## src/rtl/battleship_game_ctrl.sv

```systemverilog
// Battleship game controller: ship-count decision, placement, alternating
// turns, victory/defeat, board cursor, ship/shot bitmaps, optional turn timer.
//
// Parameters: BOARD_N (board edge, 2..8), MAX_SHIPS (ship clamp),
//   TURN_TICKS (player-turn timeout in tick strobes).
// Ports:
//   clk, rst (sync, active-low), tick (timebase strobe)
//   move_up/down/left/right, confirm, player_fire : one-cycle pulses
//   ships_req [SW]      : requested ship count
//   pc_board [CELLS]    : PC ship bitmap, bit i*BOARD_N+j
//   pc_shot_valid, pc_shot_i, pc_shot_j : PC shot strobe and target
//   state [3]           : 0 DECISION, 1 PLACE, 2 PLAYER, 3 PC, 4 WIN, 5 LOSE
//   cursor_i/j, game_ships, ships_placed, player_left, pc_left,
//   player_board, player_shots, pc_shots, last_hit, turn_left : registered
// Optional feature macro: BATTLESHIP_TURN_TIMER_EN (per-turn timeout).
module battleship_game_ctrl #(
  parameter  int BOARD_N    = 5,
  parameter  int MAX_SHIPS  = 5,
  parameter  int TURN_TICKS = 15,
  localparam int CW    = $clog2(BOARD_N),
  localparam int SW    = $clog2(MAX_SHIPS + 1),
  localparam int CELLS = BOARD_N * BOARD_N,
  localparam int TW    = $clog2(TURN_TICKS + 1)
) (
  input  logic             clk,
  input  logic             rst,
  input  logic             tick,
  input  logic             move_up,
  input  logic             move_down,
  input  logic             move_left,
  input  logic             move_right,
  input  logic             confirm,
  input  logic             player_fire,
  input  logic [SW-1:0]    ships_req,
  input  logic [CELLS-1:0] pc_board,
  input  logic             pc_shot_valid,
  input  logic [CW-1:0]    pc_shot_i,
  input  logic [CW-1:0]    pc_shot_j,
  output logic [2:0]       state,
  output logic [CW-1:0]    cursor_i,
  output logic [CW-1:0]    cursor_j,
  output logic [SW-1:0]    game_ships,
  output logic [SW-1:0]    ships_placed,
  output logic [SW-1:0]    player_left,
  output logic [SW-1:0]    pc_left,
  output logic [CELLS-1:0] player_board,
  output logic [CELLS-1:0] player_shots,
  output logic [CELLS-1:0] pc_shots,
  output logic             last_hit,
  output logic [TW-1:0]    turn_left
);

  localparam logic [2:0] S_DEC    = 3'd0;
  localparam logic [2:0] S_PLACE  = 3'd1;
  localparam logic [2:0] S_PLAYER = 3'd2;
  localparam logic [2:0] S_PC     = 3'd3;
  localparam logic [2:0] S_WIN    = 3'd4;
  localparam logic [2:0] S_LOSE   = 3'd5;

  localparam logic [CELLS-1:0] ONE  = CELLS'(1);
  localparam logic [CW-1:0]    LAST = CW'(BOARD_N - 1);

  logic [CELLS-1:0] pc_latch;
  logic [SW-1:0]    eff;
  logic [CW-1:0]    ci_n;
  logic [CW-1:0]    cj_n;
  logic [CELLS-1:0] cur_mask;
  logic [CELLS-1:0] pc_mask;
  logic             pc_in;
  logic             place_ok;
  logic             place_last;
  logic             fire_ok;
  logic             fire_hit;
  logic             pc_hit;
  logic             clr;

  always_comb begin
    if (ships_req == '0)
      eff = SW'(1);
    else if (int'(ships_req) > MAX_SHIPS)
      eff = SW'(MAX_SHIPS);
    else
      eff = ships_req;
  end

  // Priority up > down > left > right, wrapping at the board edges.
  always_comb begin
    ci_n = cursor_i;
    cj_n = cursor_j;
    if (move_up)
      ci_n = (cursor_i == '0) ? LAST : cursor_i - CW'(1);
    else if (move_down)
      ci_n = (cursor_i == LAST) ? '0 : cursor_i + CW'(1);
    else if (move_left)
      cj_n = (cursor_j == '0) ? LAST : cursor_j - CW'(1);
    else if (move_right)
      cj_n = (cursor_j == LAST) ? '0 : cursor_j + CW'(1);
  end

  // Actions use the pre-move cursor.
  always_comb begin
    cur_mask = ONE << (int'(cursor_i) * BOARD_N + int'(cursor_j));
    pc_in = (int'(pc_shot_i) < BOARD_N) && (int'(pc_shot_j) < BOARD_N);
    pc_mask = '0;
    if (pc_in)
      pc_mask = ONE << (int'(pc_shot_i) * BOARD_N + int'(pc_shot_j));
    place_ok   = confirm && ((player_board & cur_mask) == '0);
    place_last = (ships_placed + SW'(1)) == game_ships;
    fire_ok    = player_fire && ((pc_shots & cur_mask) == '0);
    fire_hit   = (pc_latch & cur_mask) != '0;
    // A repeat cell or an off-board target counts as a miss.
    pc_hit = ((player_shots & pc_mask) == '0) &&
             ((player_board & pc_mask) != '0);
  end

  assign clr = !rst ||
               (((state == S_WIN) || (state == S_LOSE)) && confirm);

  always_ff @(posedge clk) begin
    if (clr) begin
      state        <= S_DEC;
      cursor_i     <= '0;
      cursor_j     <= '0;
      game_ships   <= '0;
      ships_placed <= '0;
      player_left  <= '0;
      pc_left      <= '0;
      player_board <= '0;
      player_shots <= '0;
      pc_shots     <= '0;
      pc_latch     <= '0;
      last_hit     <= 1'b0;
    end else begin
      case (state)
        S_DEC: begin
          game_ships <= eff;
          if (confirm) begin
            player_left <= eff;
            pc_left     <= eff;
            state       <= S_PLACE;
          end
        end
        S_PLACE: begin
          cursor_i <= ci_n;
          cursor_j <= cj_n;
          if (place_ok) begin
            player_board <= player_board | cur_mask;
            ships_placed <= ships_placed + SW'(1);
            if (place_last) begin
              state    <= S_PLAYER;
              pc_latch <= pc_board;
            end
          end
        end
        S_PLAYER: begin
          cursor_i <= ci_n;
          cursor_j <= cj_n;
          if (fire_ok) begin
            pc_shots <= pc_shots | cur_mask;
            last_hit <= fire_hit;
            if (fire_hit) begin
              pc_left <= pc_left - SW'(1);
              state   <= (pc_left == SW'(1)) ? S_WIN : S_PC;
            end else begin
              state <= S_PC;
            end
          end
`ifdef BATTLESHIP_TURN_TIMER_EN
          else if (tick && (turn_left == TW'(1))) begin
            state    <= S_PC;
            last_hit <= 1'b0;
          end
`endif
        end
        S_PC: begin
          if (pc_shot_valid) begin
            player_shots <= player_shots | pc_mask;
            last_hit     <= pc_hit;
            if (pc_hit) begin
              player_left <= player_left - SW'(1);
              state <= (player_left == SW'(1)) ? S_LOSE : S_PLAYER;
            end else begin
              state <= S_PLAYER;
            end
          end
        end
        default: ;
      endcase
    end
  end

`ifdef BATTLESHIP_TURN_TIMER_EN
  // Reloaded on every entry to PLAYER; counts down only while it is set.
  always_ff @(posedge clk) begin
    if (clr) begin
      turn_left <= '0;
    end else if ((state == S_PLACE) && place_ok && place_last) begin
      turn_left <= TW'(TURN_TICKS);
    end else if ((state == S_PC) && pc_shot_valid &&
                 !(pc_hit && (player_left == SW'(1)))) begin
      turn_left <= TW'(TURN_TICKS);
    end else if ((state == S_PLAYER) && tick && (turn_left != '0)) begin
      turn_left <= turn_left - TW'(1);
    end
  end
`else
  logic unused_tick;
  assign unused_tick = tick;
  assign turn_left   = '0;
`endif

endmodule

```

## config.mk

```make
export PLATFORM = sky130hd
export DESIGN_NAME = battleship_game_ctrl
export DESIGN_NICKNAME = d
export VERILOG_FILES = /design/src/rtl/battleship_game_ctrl.sv
export SDC_FILE = /design/constraint.sdc
export NUM_CORES = 1
export LEC_CHECK = 0
export ABC_CLOCK_PERIOD_IN_PS = 9970
export CAP_MARGIN = 0
export CORE_ASPECT_RATIO = 2
export CORE_UTILIZATION = 40
export CTS_CLUSTER_DIAMETER = 50
export CTS_CLUSTER_SIZE = 28
export DETAILED_ROUTE_END_ITERATION = 8
export SLEW_MARGIN = 20
export SYNTH_ARGS = -nofsm -noshare
export SYNTH_HDL_FRONTEND = slang
export SYNTH_SLANG_ARGS = --single-unit
```

## constraint.sdc

```tcl
create_clock -name clk -period 9.97 [get_ports clk]
set_clock_uncertainty 0.05 [all_clocks]
set_input_delay 1.4955 -clock clk [delete_from_list [all_inputs] [get_ports clk]]
set_output_delay 1.4955 -clock clk [all_outputs]
set_load 0.01 [all_outputs]
```

# Word-level counts from Yosys, hierarchy flattened
# Index checks and enable logic that the tools add are counted.
[word_totals]
rom_bits = 0
regBits = 122
n_memories = 0
latch_bits = 0
input_bits = 44
mem_bits_rw = 0
[classes]
n_reduce_logical = 34
magnitude_cmp = 3
bitwise = 10
add_sub_neg = 9
n_eq_ne = 17
muxes = 31
multipliers = 2
n_shift = 2
div = 0
[op_table]
columns = ["cell", "count"]
rows = [
  ["25-bit bitwise AND", 5],
  ["25-bit zero test", 3],
  ["25-bit bitwise OR", 3],
  ["3-bit 2-to-1 mux", 24],
  ["25-bit nonzero test", 2],
  ["1-bit by 7-bit << shifter with 25-bit output (first input constant)", 2],
  ["25-bit 2-to-1 mux", 1],
  ["6-bit by 3-bit adder with 7-bit output", 2],
  ["2-bit inequality test (second input constant)", 7],
  ["3-bit == test (second input constant)", 4],
  ["3-bit zero test", 4],
  ["3-bit by 3-bit multiplier with 6-bit output (second input constant)", 2],
  ["3-bit case mux with 2 select lines", 2],
  ["3-bit case mux with 4 select lines", 1],
  ["4-bit AND reduction", 3],
  ["3-bit by 1-bit subtractor with 3-bit output (second input constant)", 4],
  ["2-bit nonzero test", 5],
  ["3-bit by 1-bit adder with 3-bit output (second input constant)", 3],
  ["3-bit by 1-bit == test with 1-bit output (second input constant)", 3],
  ["2-bit AND reduction", 4],
  ["3-bit by 2-bit == test with 1-bit output (second input constant)", 2],
  ["3-bit less-than comparator (second input constant)", 2],
  ["3-bit AND reduction", 2],
  ["6-bit AND reduction", 1],
  ["other kinds (10)", 17],
]

# Depth between registers and ports, before layout
# Gate-level depths: netlist of run 1.
[depth]
ltp_word = 10
mapped_depth = 16
depth_no_buf = 13

# Worst setup path before layout of run 1
# Ideal clock, no wire load.
[synth_path]
kind = "in2reg"
startpoint = "input port pc_shot_i[0]"
endpoint = "register state[1]"
stages = 13
required_time_ns = 9.799
slack_ns = 5.193
path_buffers = 0
arrival_ns = 4.606
path_cell_list = "ha_1 -> ha_1 -> inv_1 -> fa_1 -> xnor2_1 -> mux2_2 -> nand4_1 -> a21oi_1 -> a311oi_1 -> o211ai_1 -> nor4_2 -> o221a_2 -> o22ai_1"
[synth_between]
elab_chain_len = 10
elab_cells_between_ends = 14
[synth_lines]
columns = ["item", "line_no", "source"]
rows = [
  ["start, declared", "37", "input logic [CW-1:0] pc_shot_i,"],
  ["3-bit by 3-bit multiplier with 6-bit output", "106", "pc_mask = ONE << (int'(pc_shot_i) * BOARD_N + int'(pc_shot_j));"],
  ["6-bit by 3-bit adder with 7-bit output", "106", ""],
  ["1-bit by 7-bit << shifter with 25-bit output", "106", ""],
  ["25-bit 2-to-1 mux *", "105", "if (pc_in)"],
  ["25-bit bitwise AND (on tied branches)", "112, 113", ""],
  ["25-bit zero test / 25-bit nonzero test (equally long branches)", "112, 113", ""],
  ["1-bit logical AND *", "112", "pc_hit = ((player_shots & pc_mask) == '0) &&"],
  ["3-bit 2-to-1 mux *", "179", "if (pc_hit) begin"],
  ["3-bit 2-to-1 mux *", "176", "if (pc_shot_valid) begin"],
  ["3-bit case mux with 4 select lines *", "134", "case (state)"],
  ["end signal, assigned", "163", "state <= (pc_left == SW'(1)) ? S_WIN : S_PC;"],
  ["end signal, assigned", "181", "state <= (player_left == SW'(1)) ? S_LOSE : S_PLAYER;"],
  ["end, declared", "39", "output logic [2:0] state,"],
]
# Mark *: on every way between the ends. The rest lies on a longest branch, timed or not. The select of a mux whose other input is x is not followed.
# A chain may end at the register's enable or synchronous reset.

# Final worst setup path of run 1
[layout_path]
startpoint = "input port pc_shot_i[0]"
endpoint = "register player_left[0]"
[layout_between]
elab_chain_len = 9
elab_cells_between_ends = 13
[layout_lines]
columns = ["item", "line_no", "source"]
rows = [
  ["3-bit by 3-bit multiplier with 6-bit output", "106", ""],
  ["6-bit by 3-bit adder with 7-bit output", "106", ""],
  ["1-bit by 7-bit << shifter with 25-bit output", "106", ""],
  ["25-bit 2-to-1 mux *", "105", ""],
  ["25-bit bitwise AND (on tied branches)", "112, 113", ""],
  ["25-bit zero test / 25-bit nonzero test (equally long branches)", "112, 113", ""],
  ["1-bit logical AND *", "112", ""],
  ["2-bit inequality test (no source line) *", "-", ""],
  ["4-bit AND reduction (no source line) *", "-", ""],
  ["end signal, assigned", "180", "player_left <= player_left - SW'(1);"],
  ["end, declared", "44", "output logic [SW-1:0] player_left,"],
]
# Mark *: on every way between the ends. The rest lies on a longest branch, timed or not.

==> flow_summary.yaml, run 1 <==
status:
  status: "completed"
place:
  place_congestion: 0.924
  place_area_um2: 8580
  placed_cells: 1174
  place_hpwl_um: 18300
  port_buffers: 139
layout:
  final_cells: 1206
  final_util_pct: 53.3
  final_cell_area_um2: 9200
  drive_gt1_share_pct: 6.93
  nNetsFinal: 1060
  antenna_cells: 0
  syn_to_final_growth_pct: 29.7
hold_path:
  hold_path_end: "pc_latch[13]"
  hold_path_class: "register to register"
  hold_depth: 2
  worstHoldStart: "pc_latch[13]"
global_route:
  antenna_found_initial: 0
  grt_pass1_vias: 6852
  grt_max_degree: 90
  grt_pass1_wl_um: 37800
  grt.total_usage_pct: 27.8
  grt.overflow.total: 0
clock_network:
  hold_buffers: 0
  cts_resized: 0
  cts_buffers: 17
  clk_latency_ps: 420
  cts_tree: "yes"
  post_cts_buffers: 0
  clockBufferDepth: 2
  cts.sinks: 122
  clockRootBuffer: "clkbuf_16"
  htree_levels: 4
  cts.clk_slew.worst_paths_ps: 60
drt:
  drt_first_iter_violations: 378
  ant_nets: 0
  wire_per_inst_um: 20.4
  viasPerCell: 5.89
  routed_wl_um: 24600
  drc: 0
  drt-pass1-iter-count: 5
  via_count: 7106
sta:
  finalSetupViolCount: 0
  rsz0062_at_grt: "false"
  slew_headroom_pct: 25.3
  worst_pin_slew_ps: 1110
  slew_viol_final: 0
  post-route-period-util_pct: 61.2
  fmax_mhz: 164
  hold_viol_final: 0
  setup_tns_ps: 0
  period_needed_ps: 6100
synth:
  synthesis.area_um2: 7100
  synth_simple_gate_area_share_pct: 23.6
  yosysWarnings: 0
  muxShareOfSynthArea_pct: 8.32
  async_flop_share_pct: 0
  synth-compound-area-share_pct: 20.9
  synthAdderAreaFrac_pct: 6.03
  synth_cell_types: 76
  synth-seq-cells: 122
  syn_inst: 874
  synth_edf_count: 0
  synth_top_family_by_area: "simple AND/OR/NAND/NOR gates"
  synth.avg_cell_area_um2: 8.12
  synth-main-ff-cell: "dfxtp_1"
  synth-xor-area-share_pct: 1.71
  synth_seq_area_share_pct: 34.4
setup_path:
  slowest_delay_ps: 840
  timing.rr.start: "cursor_i[2]"
  crit_fanout: 22
  crit_type: "primary input to register"
  rr_endpoint: "pc_latch[5]"
  cpLargestDelayFamily: "simple AND/OR/NAND/NOR gates"
  reg2reg_depth: 14
  rrSetupSlack_ps: 4510
  crit_arrival_ps: 6320
  crit_slowest_cell: "nor4_2"
  crit_required_ps: 10190
  worst-path-buf-inv: 3
  endpoint_kind: "register"
  cpMostUsedCell: "ha_1"
  crit_start: "pc_shot_i[0]"
  crit_chain: "clkdlybuf4s50_1, ha_1, ha_1, inv_1, fa_1, buf_4, nor2b_1, and3_1, a32oi_1, a31oi_1, nor4_1, nor4_2, and4_1, a211oi_1"
  start_kind: "primary input"
die:
  initial_core_util_pct: 41.1
  die_width_um: 96.2
  dieArea_um2: 18300
  io_pins: 145
  die-height_um: 190
  rows: 68
  core-area_um2: 17300
pwr:
  p_total_mw: 1.45
  irDropWorstVdd_mv: 0.113
  p_leak_nw: 3.52
  power.density_nw_per_um2: 158
run:
  maxCapViolations: 0
final cells by class:
| class | instances | area [um2] |
|---|---|---|
| clock buffers | 19 | 453 |
| clock inverters | 13 | 169 |
| fillers | 1675 | 8070 |
| inverters | 24 | 90.1 |
| multi-input cells | 669 | 4320 |
| flip-flops and latches | 122 | 2440 |
| well taps | 210 | 263 |
| repair buffers | 149 | 1470 |
layer usage:
metal  global-route usage [%]  wire, um
met5                        0         0
met4                     19.3      1650
met3                     5.02      1300
met2                     48.8     12700
met1                     28.8      8910
power breakdown:
group	switching (mW)	leakage (nW)	internal [mW]
clock	0.242	0.303	0.408
combinational	0.187	2.23	0.103
sequential	0.0155	0.986	0.499
total	0.445	3.52	1.01
per-stage QoR:
stage / setup slack (ps) / hold WS [ps]
final: 3870 / 440
after global routing: 3700 / 467
after CTS: 3930 / 448
after detailed placement: 3500 / 430
after global placement: 3510 / 425
after floorplan: 5190 / 405
flip-flops by register name, indices dropped and copies added (netlist names):
| name | count |
|---|---|
| player_shots | 25 |
| cursor_j | 3 |
| game_ships | 3 |
| cursor_i | 3 |
| pc_latch | 25 |
| player_board | 25 |
| last_hit | 1 |
| player_left | 3 |
| pc_shots | 25 |
| ships_placed | 3 |
| pc_left | 3 |
| state | 3 |
kinds of logic (layout without fill, tap and decap cells):
group,after synthesis,in the layout
fa+ha+maj,33,33
buf+inv,86,205
xor+xnor,13,13
other cells,1,4
compound gates,222,222
simple gates,339,339
mux,58,58
flops,122,122
synth_stat cells (4+ instances only):
master / n / area share (%)
nor2_1: 135 / 7.1
dfxtp_1: 122 / 34
a21oi_1: 62 / 4.4
nand2_1: 51 / 2.7
mux2i_1: 50 / 7.1
clkbuf_1: 44 / 2.3
o21a_1: 33 / 3.5
nand3_1: 32 / 2.3
ha_1: 31 / 5.5
nor3_1: 26 / 1.8
o21ai_0: 24 / 1.7
a31oi_1: 23 / 2.0
inv_1: 23 / 1.2
and3_1: 15 / 1.3
nor2b_1: 12 / 1.1
a211oi_1: 9 / 0.95
buf_2: 9 / 0.63
nand4_1: 9 / 0.79
a32oi_1: 8 / 0.99
mux2_2: 8 / 1.3
nand2b_1: 8 / 0.71
xnor2_1: 8 / 0.99
o22ai_1: 7 / 0.62
buf_4: 6 / 0.63
nor3b_1: 6 / 0.63
or3_1: 6 / 0.53
a21o_1: 5 / 0.53
and4_1: 5 / 0.62
a221oi_1: 4 / 0.49
a22oi_1: 4 / 0.42
a41oi_1: 4 / 0.49
and2_1: 4 / 0.35
nand3b_1: 4 / 0.42
nor4_1: 4 / 0.35
nor4b_1: 4 / 0.49
o211ai_1: 4 / 0.42
o31ai_1: 4 / 0.42
xor2_1: 4 / 0.49
cell usage in the layout (no fill, tap or decap), types with 6 or more instances in the layout:
master           instances
nor3_1                  26
dfxtp_1                122
nor2_1                 135
nand2b_1                 8
nand4_1                  9
a31oi_1                 23
nand2_1                 51
o22ai_1                  7
nor3b_1                  6
mux2_2                   8
o21ai_0                 24
a211oi_1                 9
nand3_1                 32
xnor2_1                  8
buf_4                   10
clkinv_4                 6
clkbuf_16               17
a21oi_1                 62
mux2i_1                 50
and3_1                  15
o21a_1                  33
clkdlybuf4s50_1        139
inv_1                   23
ha_1                    31
or3_1                    6
a32oi_1                  8
nor2b_1                 12
tightest hold or removal path, cell delays in order (launching register included):
cell and delay, ps:
dfxtp_1 320, mux2i_1 70, nor2_1 70
worst max path at each step:
stage                                 to  slack, ps  cells past startpoint
final                     player_left[0]       3870                     14
after floorplan                 state[1]       5190                     13
after CTS                 player_left[0]       3930                     14
after global routing      player_left[0]       3700                     14
after global placement    player_left[1]       3510                     14
after detailed placement  player_left[0]       3500                     14
Note: power is estimated with default switching activity, not from simulation.
==> inputs of run 2 (changes only) <==
--- a/config.mk
+++ b/config.mk
@@ -5,7 +5,7 @@
 export SDC_FILE = /design/constraint.sdc
 export NUM_CORES = 1
 export LEC_CHECK = 0
-export ABC_CLOCK_PERIOD_IN_PS = 9970
+export ABC_CLOCK_PERIOD_IN_PS = 5740
 export CAP_MARGIN = 0
 export CORE_ASPECT_RATIO = 2
 export CORE_UTILIZATION = 40
==> constraint.sdc (replaced) <==
create_clock -name clk -period 5.74 [get_ports clk]
set_clock_uncertainty 0.05 [all_clocks]
set_input_delay 0.861 -clock clk [delete_from_list [all_inputs] [get_ports clk]]
set_output_delay 0.861 -clock clk [all_outputs]
set_load 0.01 [all_outputs]
==> run 2 against run 1 <==
  * Combinational power up 84%
  * Cell count up 0.91%
  * Register-to-register slack worse by 3600 ps
  * First-iteration DRC count up 18%
  * Global-route usage up 0.95 points
  * Clock power up 72%
  * Power up 75%
  * Routed wire length up 2.3%
  * Sequential power up 73%
  * Design area up 1.3%
  * Critical path depth down 1
  * Critical endpoint is now pc_shots[16]
==> flow_summary.yaml, run 2 (synthesis results as in run 1) <==
layout:
  drive_gt1_share_pct: 7.85
  syn_to_final_growth_pct: 31.4
  final_util_pct: 54.0
  layout_commonest_cell: "clkdlybuf4s50_1"
  final_cell_mix: "139 x clkdlybuf4s50_1, 135 x nor2_1, 122 x dfxtp_1, 62 x a21oi_1, 51 x nand2_1"
  seq_area_um2: 2440
  nFillCells: 1692
  nNetsFinal: 1071
  antenna_cells: 0
  multi_input_area_um2: 4320
drt:
  drt-pass1-iter-count: 5
  drc: 0
  routed_wl_um: 25200
  drt_first_iter_violations: 447
  via_count: 7205
  wire_per_inst_um: 20.7
  viasPerCell: 5.92
  ant_nets: 0
pwr:
  p_leak_nw: 3.58
  power.density_nw_per_um2: 274
  irDropWorstVdd_mv: 0.187
clock_network:
  clockRootBuffer: "clkbuf_16"
  cts_buffers: 17
  cts_resized: 0
  hold_buffers: 0
  post_cts_buffers: 0
  clockBufferDepth: 2
  cts_tree: "yes"
  cts.sinks: 122
  htree_levels: 4
  clk_latency_ps: 420
  cts.clk_slew.worst_paths_ps: 60
place:
  place_congestion: 0.935
  place_hpwl_um: 19100
  port_buffers: 139
die:
  io_pins: 145
  dieArea_um2: 18300
  die_width_um: 96.2
  core-area_um2: 17300
  initial_core_util_pct: 41.1
  rows: 68
  die-height_um: 190
setup_path:
  crit_type: "register to register"
  crit_fanout: 15
  start_kind: "register"
  crit_required_ps: 6060
  crit_arrival_ps: 5180
  endpoint_kind: "register"
sta:
  rsz0062_at_grt: "false"
  post-route-period-util_pct: 84.7
  period_needed_ps: 4860
  worst_pin_slew_ps: 1070
  slew_headroom_pct: 28.1
  setup_tns_ps: 0
  slew_viol_final: 0
  finalSetupViolCount: 0
  holdWs_ps: 444
  hold_viol_final: 0
  fmax_mhz: 206
global_route:
  grt_pass1_wl_um: 39200
  use_met1_pct: 29.8
  grt.overflow.total: 0
  grtUsageMet3_pct: 4.47
  grtUsageMet2_pct: 51.2
  grt_pass1_vias: 7204
  top_usage_layer: "met2"
  grt_max_degree: 55
  antenna_found_initial: 0
  grt.total_usage_pct: 28.7
status:
  status: "completed"
run:
  maxCapViolations: 0
hold_path:
  hold_path_class: "register to register"
-- run 2: cell count changes in the layout (fill, tap and decap cells not counted), sizes merged --
| cell | delta |
|---|---|
| buf | +11 |
| clkinv | -2 |
| clkinvlp | +2 |
-- run 2: final timing paths --
check / start / endpoint / slack, ps / depth (start not counted)
max: cursor_i[2] / pc_shots[16] / 880 / 13
min: pc_shots[4] / pc_shots[4] / 440 / 1
max reg2reg: cursor_i[2] / pc_shots[16] / 880 / 13
min reg2reg: pc_shots[4] / pc_shots[4] / 440 / 1
-- run 2: final cells by class --
cell class	count	area share, %
clock buffers	19	4.75
inverters	24	0.966
multi-input cells	669	46.3
flip-flops and latches	122	26.2
repair buffers	160	17.1
clock inverters	13	1.83
well taps	210	2.82
-- run 2: metrics by stage --
stage	total power [mW]	std cells	setup slack (ps)	instance area [um2]
after global placement	1.43	1184	632	8680
after detailed placement	1.43	1184	598	8680
final	2.55	1217	876	9320
after floorplan	1.23	877	1600	7110
after CTS	2.56	1216	867	9300
after global routing	2.65	1217	531	9320
-- run 2: report_power, final --
part           switching (mW)  internal, mW
Combinational           0.334         0.199
Clock                   0.426         0.698
Sequential             0.0264         0.867
Total                   0.786          1.76
-- run 2: per-layer routing --
metal  vias up  routed length, um  part of all wire (%)
met5         -                  0                     0
met4         0               1760                   7.0
met3        86               1320                   5.3
met2       318              13300                    53
met1      3398               8820                    35
li1       3403                  -                     -
-- run 2: critical path, stage by stage (launching register included) --
cell and delay [ps]:
dfxtp_1 500, ha_1 300, ha_1 320, fa_1 790, buf_4 300, mux2i_1 220, nor3_1 70, a22oi_2 200
o22ai_1 100, a2111o_1 490, nor2_1 490, nand3_1 500, nor3_1 330, o21a_1 140
